--- config.mk ---
export PLATFORM = sky130hd
export DESIGN_NAME = fft_bf_sched
export DESIGN_NICKNAME = d
export VERILOG_FILES = /design/src/rtl/fft_bf_sched.sv
export SDC_FILE = /design/constraint.sdc
export NUM_CORES = 1
export LEC_CHECK = 0
export ABC_AREA = 0
export BUFFER_PORTS_ARGS = -buffer_cell sky130_fd_sc_hd__buf_2
export CAP_MARGIN = 30
export CORE_MARGIN = 1.5
export CORE_UTILIZATION = 45
export CTS_CLUSTER_SIZE = 28
export DETAILED_ROUTE_END_ITERATION = 10
export GPL_TIMING_DRIVEN = 0
export PLACE_DENSITY_LB_ADDON = 0.25
export SYNTH_ARGS = -nofsm -noshare
export SYNTH_HDL_FRONTEND = slang
export SYNTH_SLANG_ARGS = --single-unit
--- constraint.sdc ---
create_clock -name i_clk -period 11.6 [get_ports i_clk]
set_input_delay 1.16 -clock i_clk [delete_from_list [all_inputs] [get_ports i_clk]]
set_output_delay 1.16 -clock i_clk [all_outputs]
set_load 0.05 [all_outputs]
--- src/rtl/fft_bf_sched.sv ---
// fft_bf_sched: radix-2 DIT FFT butterfly scheduler and twiddle reader.
// Walks every stage s and butterfly j of an N-point transform, drives the
// twiddle ROM index, absorbs the ROM's one-cycle registered latency and emits
// one butterfly command per beat over a valid/ready handshake.
// Ports:
//   i_clk, i_rst            clock, asynchronous active-high reset
//   i_start                 begin transform (sampled in IDLE only)
//   i_inverse               conjugate twiddles for inverse FFT (FFT_TW_CONJ_EN only)
//   o_busy, o_done          run in progress / one-cycle completion pulse
//   o_tw_idx                ROM read index
//   i_tw_re, i_tw_im        ROM outputs, valid one cycle after o_tw_idx
//   o_bf_valid, i_bf_ready  command handshake
//   o_bf_addr_a/b, o_bf_stage, o_bf_last, o_bf_w_re/im  command fields
// Optional feature macro: FFT_TW_CONJ_EN.
module fft_bf_sched #(
    parameter int N = 4096,
    parameter int LOG_N = $clog2(N),
    parameter int TW_W = $clog2(N / 2),
    parameter int K = 16,
    localparam int SW = $clog2(LOG_N)
) (
    input  logic             i_clk,
    input  logic             i_rst,
    input  logic             i_start,
`ifdef FFT_TW_CONJ_EN
    input  logic             i_inverse,
`endif
    output logic             o_busy,
    output logic             o_done,
    output logic [TW_W-1:0]  o_tw_idx,
    input  logic [K-1:0]     i_tw_re,
    input  logic [K-1:0]     i_tw_im,
    output logic             o_bf_valid,
    input  logic             i_bf_ready,
    output logic [LOG_N-1:0] o_bf_addr_a,
    output logic [LOG_N-1:0] o_bf_addr_b,
    output logic [SW-1:0]    o_bf_stage,
    output logic             o_bf_last,
    output logic [K-1:0]     o_bf_w_re,
    output logic [K-1:0]     o_bf_w_im
);
    localparam int MW = 2 * LOG_N + SW + 1;
    typedef enum logic [1:0] {IDLE, RUN, DRAIN} state_t;
    state_t r_st, w_st_n;
    logic [SW-1:0] r_s;
    logic [TW_W-1:0] r_j;
    logic [MW-1:0] r_m, w_m, r_out_m, r_skid_m;
    logic [K-1:0] r_out_re, r_out_im, r_skid_re, r_skid_im, w_im;
    logic r_ov, r_sv, r_inf, r_done;
    logic [LOG_N-1:0] w_half, w_pos, w_grp, w_a, w_b;
    logic w_last, w_fin, w_pop, w_iss, w_drained;
    logic [1:0] w_cnt;
`ifdef FFT_TW_CONJ_EN
    logic r_inv;
`endif
    always_comb begin
        w_half = LOG_N'(1) << r_s;
        w_pos = {1'b0, r_j} & (w_half - LOG_N'(1));
        w_grp = {1'b0, r_j} >> r_s;
        w_a = ((w_grp << r_s) << 1) | w_pos;
        w_b = w_a + w_half;
        w_last = &r_j;
        w_fin = w_last && (r_s == SW'(LOG_N - 1));
        w_m = {w_a, w_b, r_s, w_last};
        o_tw_idx = TW_W'(w_pos << (TW_W - r_s));
        w_pop = r_ov && i_bf_ready;
        // occupancy after this edge's pop; an issue only fits while it stays below two
        w_cnt = 2'(r_inf) + 2'(r_ov) + 2'(r_sv) - 2'(w_pop);
        w_iss = (r_st == RUN) && (w_cnt < 2'd2);
        w_drained = (r_st == DRAIN) && !r_inf && !r_sv && w_pop;
        w_st_n = (r_st == IDLE && i_start) ? RUN :
                 (w_iss && w_fin) ? DRAIN :
                 w_drained ? IDLE : r_st;
`ifdef FFT_TW_CONJ_EN
        w_im = !r_inv ? i_tw_im :
               (i_tw_im == {1'b1, {(K-1){1'b0}}}) ? {1'b0, {(K-1){1'b1}}} : -i_tw_im;
`else
        w_im = i_tw_im;
`endif
    end
    always_ff @(posedge i_clk or posedge i_rst)
        if (i_rst) r_st <= IDLE;
        else r_st <= w_st_n;
`ifdef FFT_TW_CONJ_EN
    always_ff @(posedge i_clk or posedge i_rst)
        if (i_rst) r_inv <= 1'b0;
        else if (r_st == IDLE && i_start) r_inv <= i_inverse;
`endif
    always_ff @(posedge i_clk or posedge i_rst) begin
        if (i_rst) begin
            r_s <= '0;
            r_j <= '0;
            r_m <= '0;
            r_inf <= 1'b0;
            r_done <= 1'b0;
            r_ov <= 1'b0;
            r_sv <= 1'b0;
            r_out_m <= '0;
            r_out_re <= '0;
            r_out_im <= '0;
            r_skid_m <= '0;
            r_skid_re <= '0;
            r_skid_im <= '0;
        end else begin
            r_done <= w_drained;
            r_inf <= w_iss;
            if (w_iss) r_m <= w_m;
            // counters freeze on the final issue so the ROM index holds through DRAIN
            if (w_drained) begin
                r_s <= '0;
                r_j <= '0;
            end else if (w_iss && !w_fin) begin
                r_j <= r_j + TW_W'(1);
                r_s <= r_s + SW'(w_last);
            end
            if (!r_ov || w_pop) begin
                r_ov <= r_sv || r_inf;
                r_sv <= r_sv && r_inf;
                if (r_sv) {r_out_m, r_out_re, r_out_im} <= {r_skid_m, r_skid_re, r_skid_im};
                else if (r_inf) {r_out_m, r_out_re, r_out_im} <= {r_m, i_tw_re, w_im};
                if (r_sv && r_inf) {r_skid_m, r_skid_re, r_skid_im} <= {r_m, i_tw_re, w_im};
            end else if (r_inf) begin
                r_sv <= 1'b1;
                {r_skid_m, r_skid_re, r_skid_im} <= {r_m, i_tw_re, w_im};
            end
        end
    end
    assign o_busy = (r_st != IDLE);
    assign o_done = r_done;
    assign o_bf_valid = r_ov;
    assign {o_bf_addr_a, o_bf_addr_b, o_bf_stage, o_bf_last} = r_out_m;
    assign o_bf_w_re = r_out_re;
    assign o_bf_w_im = r_out_im;
endmodule
### After elaboration in Yosys (flattened, before gate mapping)

Index checks and enable logic that the tools add are counted.

* $add $sub $neg: 8
* shift-type cells: 4
* mux-type cells: 21
* equality and inequality tests: 4
* bitwise logic cells: 2
* reduce and logical (&&, ||, !) cells: 25
* order comparisons: 1

Operators with widths (number)
* 16-bit two-way mux: 8
* 29-bit two-way mux: 4
* 12-bit by 32-bit << shifter with 11-bit output: 1
* 11-bit two-way mux: 2
* 12-bit adder: 1
* 11-bit by 12-bit AND with 12-bit output: 1
* 12-bit OR: 1
* 1-bit by 4-bit << shifter with 12-bit output (first input constant): 1
* 12-bit by 4-bit << shifter with 11-bit output: 1
* 11-bit by 4-bit right shift with 12-bit output: 1
* 12-bit by 1-bit subtractor with 12-bit output (second input constant): 1
* 11-bit by 1-bit adder with 11-bit output (second input constant): 1
* 11-bit AND reduction: 1
* 1-bit logical AND: 10
* 4-bit two-way mux: 2
* 2-bit nonzero test: 4
* 2-bit two-way mux: 3
* 4-bit by 4-bit subtractor with 5-bit output (first input constant): 1
* 4-bit by 1-bit adder with 4-bit output: 1
* 4-bit equality test (second input constant): 1
* 1-bit logical NOT: 4
* 2-bit AND reduction: 2
* 3-bit nonzero test: 1
* 1-bit by 1-bit adder with 2-bit output: 1
* other kinds (9): 11

* logic and storage cells: 79
* input port bits: 36
* flip-flop bits (word level): 172
* output and inout port bits: 75

### Longest topological paths before layout

Gate-level depths: netlist of the first run.

* depth after elaboration: 8
* gate-level depth with buffers: 19
* depth with buffers taken out: 14

### Worst setup path after synthesis of the first run

OpenSTA, ideal clock, no wires.

* kind: register -> output
* from: register r_s[0]
* to: output o_tw_idx[6]
* data arrival time: 3.917 ns
* cell stages (with the launch flop): 16
* setup slack: 6.523 ns
* data required time: 10.440 ns
* cells stage by stage: dfrtp_1 -> buf_4 -> buf_2 -> buf_2 -> buf_2 -> buf_2 -> nand2_1 -> ha_1 -> or3_1 -> a21oi_1 -> o21a_1 -> mux2i_1 -> nor2_1 -> mux2_2 -> nor2_1 -> a211oi_1

* cells in the longest elaborated chain, start to end: 4

RTL lines
* start, declared: RTL line 45 `logic [SW-1:0] r_s;`
* start signal, assigned: RTL line 114 `r_s <= r_s + SW'(w_last);`
* 1-bit by 4-bit << shifter with 12-bit output: RTL line 57 `w_half = LOG_N'(1) << r_s;`
* 12-bit by 1-bit subtractor with 12-bit output: RTL line 58 `w_pos = {1'b0, r_j} & (w_half - LOG_N'(1));`
* 11-bit by 12-bit AND with 12-bit output: RTL line 58
* 12-bit by 32-bit << shifter with 11-bit output (*): RTL line 65 `o_tw_idx = TW_W'(w_pos << (TW_W - r_s));`
* end, declared: RTL line 30 `output logic [TW_W-1:0] o_tw_idx,`

Every way passes the cells marked *; elsewhere a longest branch is shown, timed or not.

### Final worst setup path of the first run

* from: register r_s[0]
* to: output o_tw_idx[8]

The elaborated chain is that of the path after synthesis.

==> flow_results.org, run 1 <==
** Run status
- Result of the run :: completed

** Logic synthesis
- When the netlist entered floorplanning its net count stood at between 900 and 1000.
- Number of flops mapped to enable cells by yosys :: 0
- The cell area that synthesis handed to floorplanning was roughly 9000 um2.
- Of all flip-flops after synthesis, the portion carrying an async set or reset was 1.00.
- Number of warnings issued by yosys :: 0
- The share of the Yosys chip area taken by registers is 0.476.
- Mean area per synthesized cell :: approximately 10 um2
- Gate count of the mapped netlist :: between 900 and 1000
- Number of library cell types mapped by synthesis :: 73
- Seq cells post-synth :: 172
- Among all flip-flop cells after synthesis, the most frequent one is dfrtp_1.

** STA
- The count of final max-slew check failures came to 0.
- The worst pin sits at a relative slew slack of 0.374.
- For the pin with the worst max-slew slack, the measured transition is 931 ps.
- Of the available clock period, the critical path in the final layout requires 0.501.
- Final hold violations :: 0
- Smallest setup slack after layout :: around 5800 ps
- Setup violations remaining at the end of the flow were counted as 0.
- Between clock sinks in the finished design, the worst skew comes to 11.3 ps.
- Setup TNS after final layout :: 0 ps
- Setup repair after global routing left no endpoint under its margin.
- Static timing analysis puts the maximum clock frequency at 0.172 GHz.
- Final worst path period need :: 5820 ps

** Die
- Starting density of the core :: 0.462
- Placement Rows :: 51
- Core area :: around 20000 um2
- Overall die area :: around 21000 um2
- The floorplan step set the die width to about 140 um.
- The die is ~140 um tall.
- Ports :: roughly 110

** Global routing
- Met1 Use GR :: 0.308
- Via count of the first global-routing pass :: about 6600
- The first global-routing pass estimated about 36000 um of wire.
- Most Crowded Layer GR :: met2
- Met2 Usage GRT :: 0.354
- Number of antenna violations at the first check in global routing :: 0
- Global-route usage over all layers :: 0.220
- For met3 alone, demand over resource in global routing was 0.0355.
- For this run the aggregate overflow at the end of global routing stands at 0.
- Entering global routing, the biggest net connects between 100 and 150 pins.

** Layout
- Most frequent cells in the layout :: 172 x dfrtp_1, 122 x buf_2, 107 x nor2_1
- From synthesis to final layout, the design area changed by 16.9%.
- Utilization after layout :: 0.540
- Non-filler cells, final :: around 1300
- Filler cell count in the final layout :: ~1800
- Number of nets in the finished design :: between 1000 and 1500
- The number of antenna diodes in the final layout is 0.
- Leaving out fill and tap cells, the most frequent cell in the layout is dfrtp_1.
- Of the cells placed in the final design, the portion with a size suffix greater than 1 is 0.229.

** Min path
- Min-delay src :: r_m[10]
- For hold timing, the worst endpoint is r_m[10].
- Along the worst hold path, the cell count comes to 2.
- The tightest min-delay check is of the flop to flop type.

** Critical path
- For the worst setup path, the data required time is ~10000 ps.
- STA puts the critical path data arrival time at 4660 ps.
- Register-to-Register Path Depth :: 19
- Worst reg2reg setup slack :: about 7000 ps
- Highest fanout seen on the critical path :: 10
- Sort of element at the start of the critical path :: flop
- Launching point of the worst reg2reg path :: r_s[0]
- In this design, the critical path's most frequently occurring cell is buf_2.
- In this design, the stage delay of the slowest critical-path cell is 480 ps.
- Reg-to-Reg End :: r_m[16]
- Walking the worst path, the cells encountered are buf_4 > buf_2 > buf_2 > inv_1 > clkbuf_1 > nand2_1 > ha_1 > clkbuf_1 > nand2_1 > a21oi_1 > o21a_1 > mux2i_1 > o31ai_1 > o21ai_0 > o21ai_1 > buf_2.
- Critical path's slowest cell :: dfrtp_1
- Crit Path Category :: flop to output pin
- The worst setup path is captured at an output pin.

** Clocking
- The number of setup buffers added after CTS is 0.
- Clock tree synthesis selected as its root buffer the cell clkbuf_16.
- Resized Gates After CTS :: 0
- CTS built an H-tree with a depth of 4.
- CTS tree :: yes
- TritonCTS created 17 clock buffers.
- CTS sink count :: ~170
- For this design, the CTS-stage hold fixing added 0 buffers.
- Clock transition time at the flip-flop clock pins of the worst setup and hold paths :: ~70 ps
- Clock latency reported for the late side of the worst-skew pair :: around 430 ps
- CTS Buffer Depth :: 2

** Run
- Max-cap violations in this run came to 0.

** Drt
- In this run the remaining antenna-violating nets after routing total 0.
- Dividing the detail-routed via count by the number of cells gives ~5.5.
- Pre-Repair DR Iteration Count :: 5
- DRC violations left :: 0
- Via total after detailed routing :: roughly 7200
- For this block, the initial DRC count from the detailed router was between 400 and 500.
- DRT Wirelength :: 22500 um
- DR WL/cell :: between 15 and 20 um

** Power and ir drop
- Dividing total power by cell area gives a power density of between 300 and 400 nW/um2.
- Reported leakage power :: between 4 and 5 nW
- Share of power burned in the clock network :: 0.172
- Share of total power in sequential cells :: 0.300
- VDD sags by at most ~0.00012 V.
- Combinational cell fraction of total power :: 0.528
- Internal cell power :: between 1.5 and 2 mW
- Net Sw Frac :: 0.483
- Net switching power :: roughly 1.6 mW

** Place
- Total placed cells including tap cells :: approximately 1300
- Detailed placement ended at an HPWL of 16200 um.
- Routability-driven placement finished with a final weighted congestion of about 0.94.
- Worst slack after detailed placement :: between 6000 and 7000 ps
- Count of buffers inserted at the top-level ports :: 110
==> how the worst max path moves through the flow <==
stage	start	endpoint	slack, ps
final	r_s[0]	o_tw_idx[8]	5780
after global routing	r_s[0]	o_tw_idx[10]	5500
after CTS	r_s[0]	o_tw_idx[8]	5900
after detailed placement	r_s[0]	o_tw_idx[8]	6400
after global placement	i_rst	r_out_m[21]	3750
after floorplan	i_rst	o_bf_valid	5780
==> stage by stage <==
| stage | instance area, um2 | power (mW) | hold slack [ps] |
|---|---|---|---|
| after floorplan | 9050 | 2.37 | 456 |
| after global placement | 9930 | 2.79 | 485 |
| after detailed placement | 9970 | 2.82 | 490 |
| after CTS | 10600 | 3.41 | 506 |
| after global routing | 10600 | 3.63 | 513 |
| final | 10600 | 3.39 | 496 |
==> cell usage after synthesis (all sizes together) (4+ instances only) <==
cell,count,share of area
nand2b,10,0.0069
dfrtp,172,0.48
nand3,17,0.0094
o21ai,45,0.025
o31ai,4,0.0039
clkbuf,44,0.018
o21a,4,0.0033
buf,27,0.015
a21oi,86,0.048
o211ai,5,0.0041
a211oi,6,0.0055
nor2,107,0.044
mux2i,77,0.085
a31oi,7,0.0048
xor2,10,0.0097
and3,5,0.0035
nor3,19,0.011
xnor2,10,0.0097
a221oi,5,0.0055
nor2b,4,0.0028
ha,18,0.025
inv,19,0.0079
or3,7,0.0048
nand2,83,0.034
mux2,66,0.082
nand4,4,0.0028
==> metal layers <==
layer / wire, um / vias up / share of wire
li1: - / 3449 / -
met1: 10400 / 3486 / 0.46
met2: 10500 / 240 / 0.47
met3: 1280 / 29 / 0.057
met4: 311 / 0 / 0.014
met5: 0 / - / 0
==> registers in the layout, summed over array words and instances, names as in the netlist <==
signal and cells:
r_m 29, r_out_m 29, r_skid_m 29, o_bf_w_im 16, o_bf_w_re 16, r_skid_im 16
r_skid_re 16, r_j 11, r_s 4, r_st 2, o_bf_valid 1, o_done 1
r_inf 1, r_sv 1
==> worst max-delay path, delay by kind of cell (launching register included) <==
kind                     cells  cell delay [ps]
AND/OR/NAND/NOR              2              290
multiplexers                 1              150
AO/OA/AOI/OAI                5             1080
adder cells (fa/ha/maj)      1              210
buffers and inverters        7             1990
flip-flops                   1              480
==> layout make-up <==
cell class,count,area (um2),area share
Timing Repair Buffer,111,578,0.0546
Multi-Input combinational cell,646,4370,0.413
Clock inverter,15,189,0.0179
Inverter,20,82.6,0.00781
Sequential cell,172,4300,0.407
Tap cell,265,332,0.0313
Buffer,71,300,0.0284
Clock buffer,17,425,0.0402
==> logic make-up (layout without fill, tap and decap cells) <==
logic type               Yosys count  after routing  share of synthesized area
AO/OA/AOI/OAI                    189            189                      0.129
XOR/XNOR                          20             20                     0.0194
adder cells (fa/ha/maj)           20             20                     0.0282
buffers and inverters             91            234                     0.0415
flip-flops                       172            172                      0.476
multiplexers                     144            144                      0.170
other                              1              1                   0.000414
AND/OR/NAND/NOR                  272            272                      0.136
==> power by group through the flow <==
stage / registers [mW] / logic, mW / clock network (mW)
3_3_place_gp: 1.02 / 1.77 / 0
4_1_cts: 1.02 / 1.80 / 0.596
3_5_place_dp: 1.03 / 1.79 / 0
5_1_grt: 1.05 / 1.95 / 0.623
6_report: 1.02 / 1.79 / 0.584
2_1_floorplan: 1.38 / 0.987 / 0
Power figures use the tool's default switching activity.
==> run 2, diff against run 1 <==
Clock period 11.6 ns to 5.2 ns, I/O delays scaled along.
==> flow_results.org, run 2 (synthesis gave the netlist of run 1 again) <==
** Global routing
- Number of antenna violations at the first check in global routing :: 0
- Total overflow reported by the global router :: 0
- Via count of the first global-routing pass :: about 6600
- Global-route usage over all layers :: 0.220
- Pin count of the biggest net entering global routing :: 129
- Wire length of the first global-routing pass :: about 36000 um

** Layout
- Number of nets in the finished design :: 1094
- In the final layout, the share of cells above drive strength 1 is 0.232.
- The largest registers in the layout are r_m (29), r_out_m (29), r_skid_m (29).
- After filler insertion, the fill cell instance count of the layout stands at 1829.
- The area growth from synthesis to layout is 17.0%.
- For this run, the number of standard cells in the final layout without fillers is roughly 1300.
- Leaving out fill and tap cells, the most frequent cell in the layout is dfrtp_1.
- Most frequent cells in the layout :: 172 x dfrtp_1, 121 x buf_2, 107 x nor2_1
- Antenna diode count :: 0

** Drt
- In this run, the number of DRC markers left after iteration 0 of detailed routing was roughly 470.
- For this block, the via count after detailed routing is 7201.
- DRC violations left :: 0
- Pre-Repair DR Iteration Count :: 5
- DRT Wirelength :: 22500 um
- The detail route stage leaves a number of antenna-violating nets equal to 0.
- In the routed layout, each cell is associated on average with a via count of between 5 and 6.
- DR WL/cell :: approximately 17 um

** Place
- In this run, placement finished with an instance count of approximately 1300.
- Count of buffers inserted at the top-level ports :: between 100 and 150
- Detail Placement HPWL :: around 16000 um
- The congestion estimate from routability-driven global placement came to ~0.94.

** STA
- FMAX :: about 0.20 GHz
- Between clock sinks in the finished design, the worst skew comes to around 12 ps.
- Final worst path period need :: a little under 5000 ps
- Number of pins exceeding their max-slew limit in the final report :: 0
- Setup violations remaining at the end of the flow were counted as 0.
- Headroom to the max-slew limit came out at 0.385.
- Final hold violations :: 0
- For the pin with the worst max-slew slack, the measured transition is between 900 and 1000 ps.
- After routing, the total negative slack on setup checks comes to 0 ps.
- In the finished design, the share of the clock period the worst path needs comes to 0.948.

** Clocking
- Clock-pin slew was measured on the worst setup and hold paths at about 70 ps.
- TritonCTS created 17 clock buffers.
- Clock latency reported for the late side of the worst-skew pair :: between 400 and 500 ps
- TritonCTS built the clock tree.
- The H-tree was split into 4 levels.
- Cts-stage hold buffer count :: 0
- Counting every sink on the clock net gives approximately 170.
- Clock root buffer :: clkbuf_16
- CTS Buffer Depth :: 2

** Power and ir drop
- Dividing total power by cell area gives a power density of around 700 nW/um2.
- For this design the static power due to leakage is around 4.7 nW.
- Of the total power, the share spent switching nets is 0.483.
- Internal cell power :: just under 4 mW
- The share of total power dissipated in combinational logic is 0.528.
- Of the total power, registers draw 0.300.
- Across the VDD grid, the largest voltage drop is approximately 0.00028 V.
- Share of power burned in the clock network :: 0.172
- For this design the total switching power over the nets is 3.65 mW.

** Critical path
- Crit Path Category :: flop to output pin
- Register-to-Register Path Depth :: 19
- At the worst endpoint, the arrival time is 4410 ps.
- In this run the worst setup path begins at r_s[0].
- In this run the critical register-to-register path is launched from r_s[0].
- The worst register-to-register path ends at r_m[16].
- STA puts the critical path data required time at roughly 4700 ps.
- Worst reg2reg setup slack :: 770 ps
- End point of the critical path :: o_tw_idx[8]
- The worst setup path is captured at an output pin.
- The worst setup path is launched from a flop.
- Along the worst path, the maximum fanout reaches 10.

** Run
- Maximum Capacitance Violations :: 0

** Die
- Overall die area :: around 21000 um2
- During I/O placement, the number of pins put on the boundary was 111.
- Core area :: roughly 20000 um2
- Die Y-Extent :: between 100 and 150 um
- In this run the core area contains 51 standard-cell rows.
- Starting density of the core :: 0.462
- Die X-Extent :: 145 um

** Min path
- The worst hold path belongs to the class input port to async pin.

** Run status
- Result of the run :: completed
-- run 2: cell types whose count changed in the layout (fill, tap and decap cells not counted), sizes merged --
cell,change
buf,-1
clkbuf,+1
-- run 2: layer usage --
metal	track usage	vias up	part of all wire
met5	0	-	0
met4	0.0574	0	0.014
met3	0.0355	26	0.054
met2	0.354	218	0.47
met1	0.308	3507	0.46
li1	-	3450	-
-- run 2: worst min-delay path by stage --
| stage | slack [ps] | to | from | depth (start not counted) |
|---|---|---|---|---|
| final | 70 | r_j[7] | i_rst | 2 |
| after detailed placement | 490 | r_m[10] | r_m[10] | 2 |
| after floorplan | 460 | r_m[17] | r_m[17] | 2 |
| after global placement | 480 | r_m[10] | r_m[10] | 2 |
| after CTS | 80 | r_j[9] | i_rst | 2 |
| after global routing | 90 | r_j[9] | i_rst | 2 |
-- run 2: power groups by stage --
| stage | Sequential, mW | Combinational [mW] | Clock, mW |
|---|---|---|---|
| floorplan | 3.08 | 2.20 | 0 |
| global placement | 2.27 | 3.95 | 0 |
| detailed placement | 2.30 | 4.00 | 0 |
| CTS | 2.27 | 4.01 | 1.33 |
| global route | 2.35 | 4.35 | 1.39 |
| finish | 2.27 | 4.00 | 1.30 |
-- run 2: cell type report --
cell class	instances	area, um2	area share
clock buffers	17	425	0.0402
clock inverters	15	189	0.0178
repair buffers	111	578	0.0546
multi-input cells	646	4370	0.413
flip-flops and latches	172	4300	0.407
plain buffers	71	305	0.0288
inverters	20	82.6	0.00780
well taps	265	332	0.0313
-- run 2: what timing repair did --
action / CTS / global route
setup endpoints to repair: 0 / 5
resized for setup: 0 / 6
setup buffers: 0 / 0
-- run 2: through the flow --
stage / power [mW] / cell area, um2 / worst slack (ps) / util / hold WS (ps)
finish: 7.57 / 10600 / 269 / 0.540 / 71.8
global route: 8.09 / 10600 / -2.32 / 0.540 / 94.7
CTS: 7.61 / 10600 / 141 / 0.540 / 80.1
detailed placement: 6.29 / 9970 / 635 / 0.509 / 490
global placement: 6.22 / 9930 / -2010 / 0.507 / 485
floorplan: 5.29 / 9050 / 19.9 / - / 456
-- run 2: critical path: stages, from the launching register on --
cell and delay, ps:
dfrtp_1 480, buf_4 250, buf_2 280, clkbuf_4 280, buf_2 250, buf_2 290, nand2_1 120, ha_1 260
or3_1 310, a21oi_1 250, o21a_2 240, mux2i_1 120, o31ai_1 300, o21ai_0 130, o21ai_1 140, buf_2 270
==> run 3, diff against run 2 <==
Settings changed: GPL_TIMING_DRIVEN 0 to unset.
==> flow_results.org, run 3 (synthesis gave the netlist of run 1 again) <==
** Run status
- The flow ran to the end, and the final reports show no timing, DRC or antenna violations.

** Clocking
- Setup Buffers After CTS :: 0
- Clock root buffer :: clkbuf_16
- Clock latency reported for the late side of the worst-skew pair :: 430 ps
- Resized Gates After CTS :: 0
- In this run, CTS created clock tree buffers numbering 17.
- CTS Buffer Depth :: 2
- CTS tree :: yes
- CTS sink count :: approximately 170
- Clock-pin slew was measured on the worst setup and hold paths at about 70 ps.
- Maximum level of the CTS H-tree :: 4
- Cts-stage hold buffer count :: 0

** Global routing
- The via count of the first global-routing pass is between 6000 and 7000.
- For this run the aggregate overflow at the end of global routing stands at 0.
- In the global route stage, overall resource usage came out at 0.200.
- Wire length of the first global-routing pass :: approximately 33000 um
- Pin count of the biggest net entering global routing :: 106
- Number of antenna violations at the first check in global routing :: 1

** STA
- Setup slack on the critical path of the routed design comes to about 450 ps.
- Final worst path period need :: around 4700 ps
- Slew Limit Headroom :: 0.381
- Setup violations remaining at the end of the flow were counted as 0.
- Final hold violations :: 0
- The clock arrives with around 12 ps of skew.
- Share of the cycle needed by the critical path after routing :: 0.913
- Number of pins exceeding their max-slew limit in the final report :: 0
- Setup TNS after final layout :: 0 ps
- At the pin with the least slew margin, the transition time is ~930 ps.
- FMAX :: between 0.2 and 0.25 GHz
- Setup repair after global routing left no endpoint under its margin.

** Place
- Prior to clock tree synthesis, the placed netlist has a worst setup slack of approximately 990 ps.
- Post-place instance area :: about 10000 um2
- Count of buffers inserted at the top-level ports :: 110
- Detail Placement HPWL :: around 14000 um
- Routability-driven placement finished with a final weighted congestion of between 0.9 and 1.

** Layout
- Final design area excluding fillers :: between 10000 and 15000 um2
- In the final layout, the share of cells above drive strength 1 is 0.250.
- Largest registers :: r_m (29), r_out_m (29), r_skid_m (29)
- The library cells used most frequently in the layout, excluding fill and tap cells, are 171 x dfrtp_1, 110 x buf_2, 106 x nor2_1.
- Layout-stage area growth over the synthesis result :: 15.6%
- For this run, the post-layout net count is around 1000.
- Measured on the finished design, the core utilization comes to 0.534.
- The library cell used most frequently in the layout, excluding fill and tap cells, is dfrtp_1.

** Critical path
- Data arrives at the worst endpoint at roughly 4200 ps.
- Sort of element at the end of the critical path :: output pin
- Along the worst path, the maximum fanout reaches 25.
- Sequence of cells on the critical path :: buf_4 > inv_1 > nand2_1 > ha_1 > or3_1 > a21oi_1 > o21a_1 > mux2i_1 > o31ai_1 > o21ai_0 > o21ai_1 > buf_2
- The worst setup path is of the flop to output pin kind.
- Critical path's largest stage delay :: 730 ps
- Data on the critical path is required at its endpoint by between 4000 and 5000 ps.
- Critical path's slowest cell :: dfrtp_1
- Sort of element at the start of the critical path :: flop

** Power and ir drop
- Overall power consumption :: 7.39 mW
- For this design the static power due to leakage is ~4.7 nW.
- Pwr/cell area :: approximately 700 nW/um2
- The worst-case IR drop observed on VDD is roughly 0.00024 V.

** Drt
- DRT Wirelength :: approximately 20000 um
- In this run, the number of DRC markers left after iteration 0 of detailed routing was 380.
- Via total after detailed routing :: 6757
- Count of antenna-violating nets left after detailed routing :: 0
- The first detailed-routing pass ran for 5 iterations.
- In the final routed layout, each cell accounts on average for ~16 um.
- DRC violations left :: 0
- In the routed layout, each cell is associated on average with a via count of approximately 5.3.

** Die
- In this run the core area contains slightly above 50 standard-cell rows.
- Starting density of the core :: 0.462
- Overall die area :: approximately 21000 um2
- Die X-Extent :: between 100 and 150 um
- The die is approximately 140 um tall.
- Ports :: 111
- The region available for standard cell placement spans 19600 um2.

** Min path
- The tightest min-delay check is of the input port to async pin type.

** Run
- Maximum Capacitance Violations :: 0
## run 3: changes by cell type in the layout (fill, tap and decap cells not counted), sizes merged
cell      delta
clkinvlp     +2
inv          -2
diode        +1
buf          -6
clkbuf      -45
## run 3: critical path, delay by kind of cell (launching register included)
kind	cells	cell delay [ps]
DFF	1	730
adders and majority gates	1	360
muxes	1	140
buffers and inverters	3	990
AOI/OAI and AO/OA	5	1060
and+or+nand+nor	2	510
## run 3: power breakdown
group          switching [mW]  leakage [nW]  internal, mW
clock                   0.583         0.288         0.686
combinational            2.45          2.32          1.25
sequential              0.464          2.07          1.95
total                    3.50          4.68          3.89
## run 3: final cells by class
class                      count  area (um2)
multi-input combinational    646        4390
antenna                        1        2.50
timing repair buffer         131         744
sequential                   172        4310
fill                        1791        9130
clock buffer                  17         425
clock inverter                15         176
inverter                      20        80.1
tap                          265         332
## run 3: per-layer routing
| metal | up-vias | global-route usage | routed length, um |
|---|---|---|---|
| met3 | 31 | 0.0454 | 1000 |
| met4 | 0 | 0.0665 | 402 |
| li1 | 3348 | - | - |
| met1 | 3207 | 0.273 | 9860 |
| met5 | - | 0 | 0 |
| met2 | 171 | 0.315 | 9030 |
## run 3: path summary, 6_finish.rpt
| kind | endpoint | slack (ps) | depth (start not counted) | start |
|---|---|---|---|---|
| min in group i_clk | r_skid_re[8] | 330 | 2 | i_tw_re[8] |
| max in group asynchronous | r_skid_re[9] | 3870 | 4 | i_rst |
| worst min register to register | r_m[17] | 490 | 2 | r_m[17] |
| worst max-delay path | o_tw_idx[8] | 450 | 12 | r_s[0] |
| worst max register to register | r_m[16] | 930 | 14 | r_s[0] |
| worst min-delay path | r_j[8] | 10 | 2 | i_rst |
## run 3: metrics by stage
| stage | hold slack [ps] | std cells |
|---|---|---|
| 5_1_grt | 8.74 | 1267 |
| 3_5_place_dp | 485 | 1233 |
| 6_report | 12.6 | 1267 |
| 3_3_place_gp | 474 | 1232 |
| 4_1_cts | 307 | 1265 |
| 2_1_floorplan | 456 | 909 |
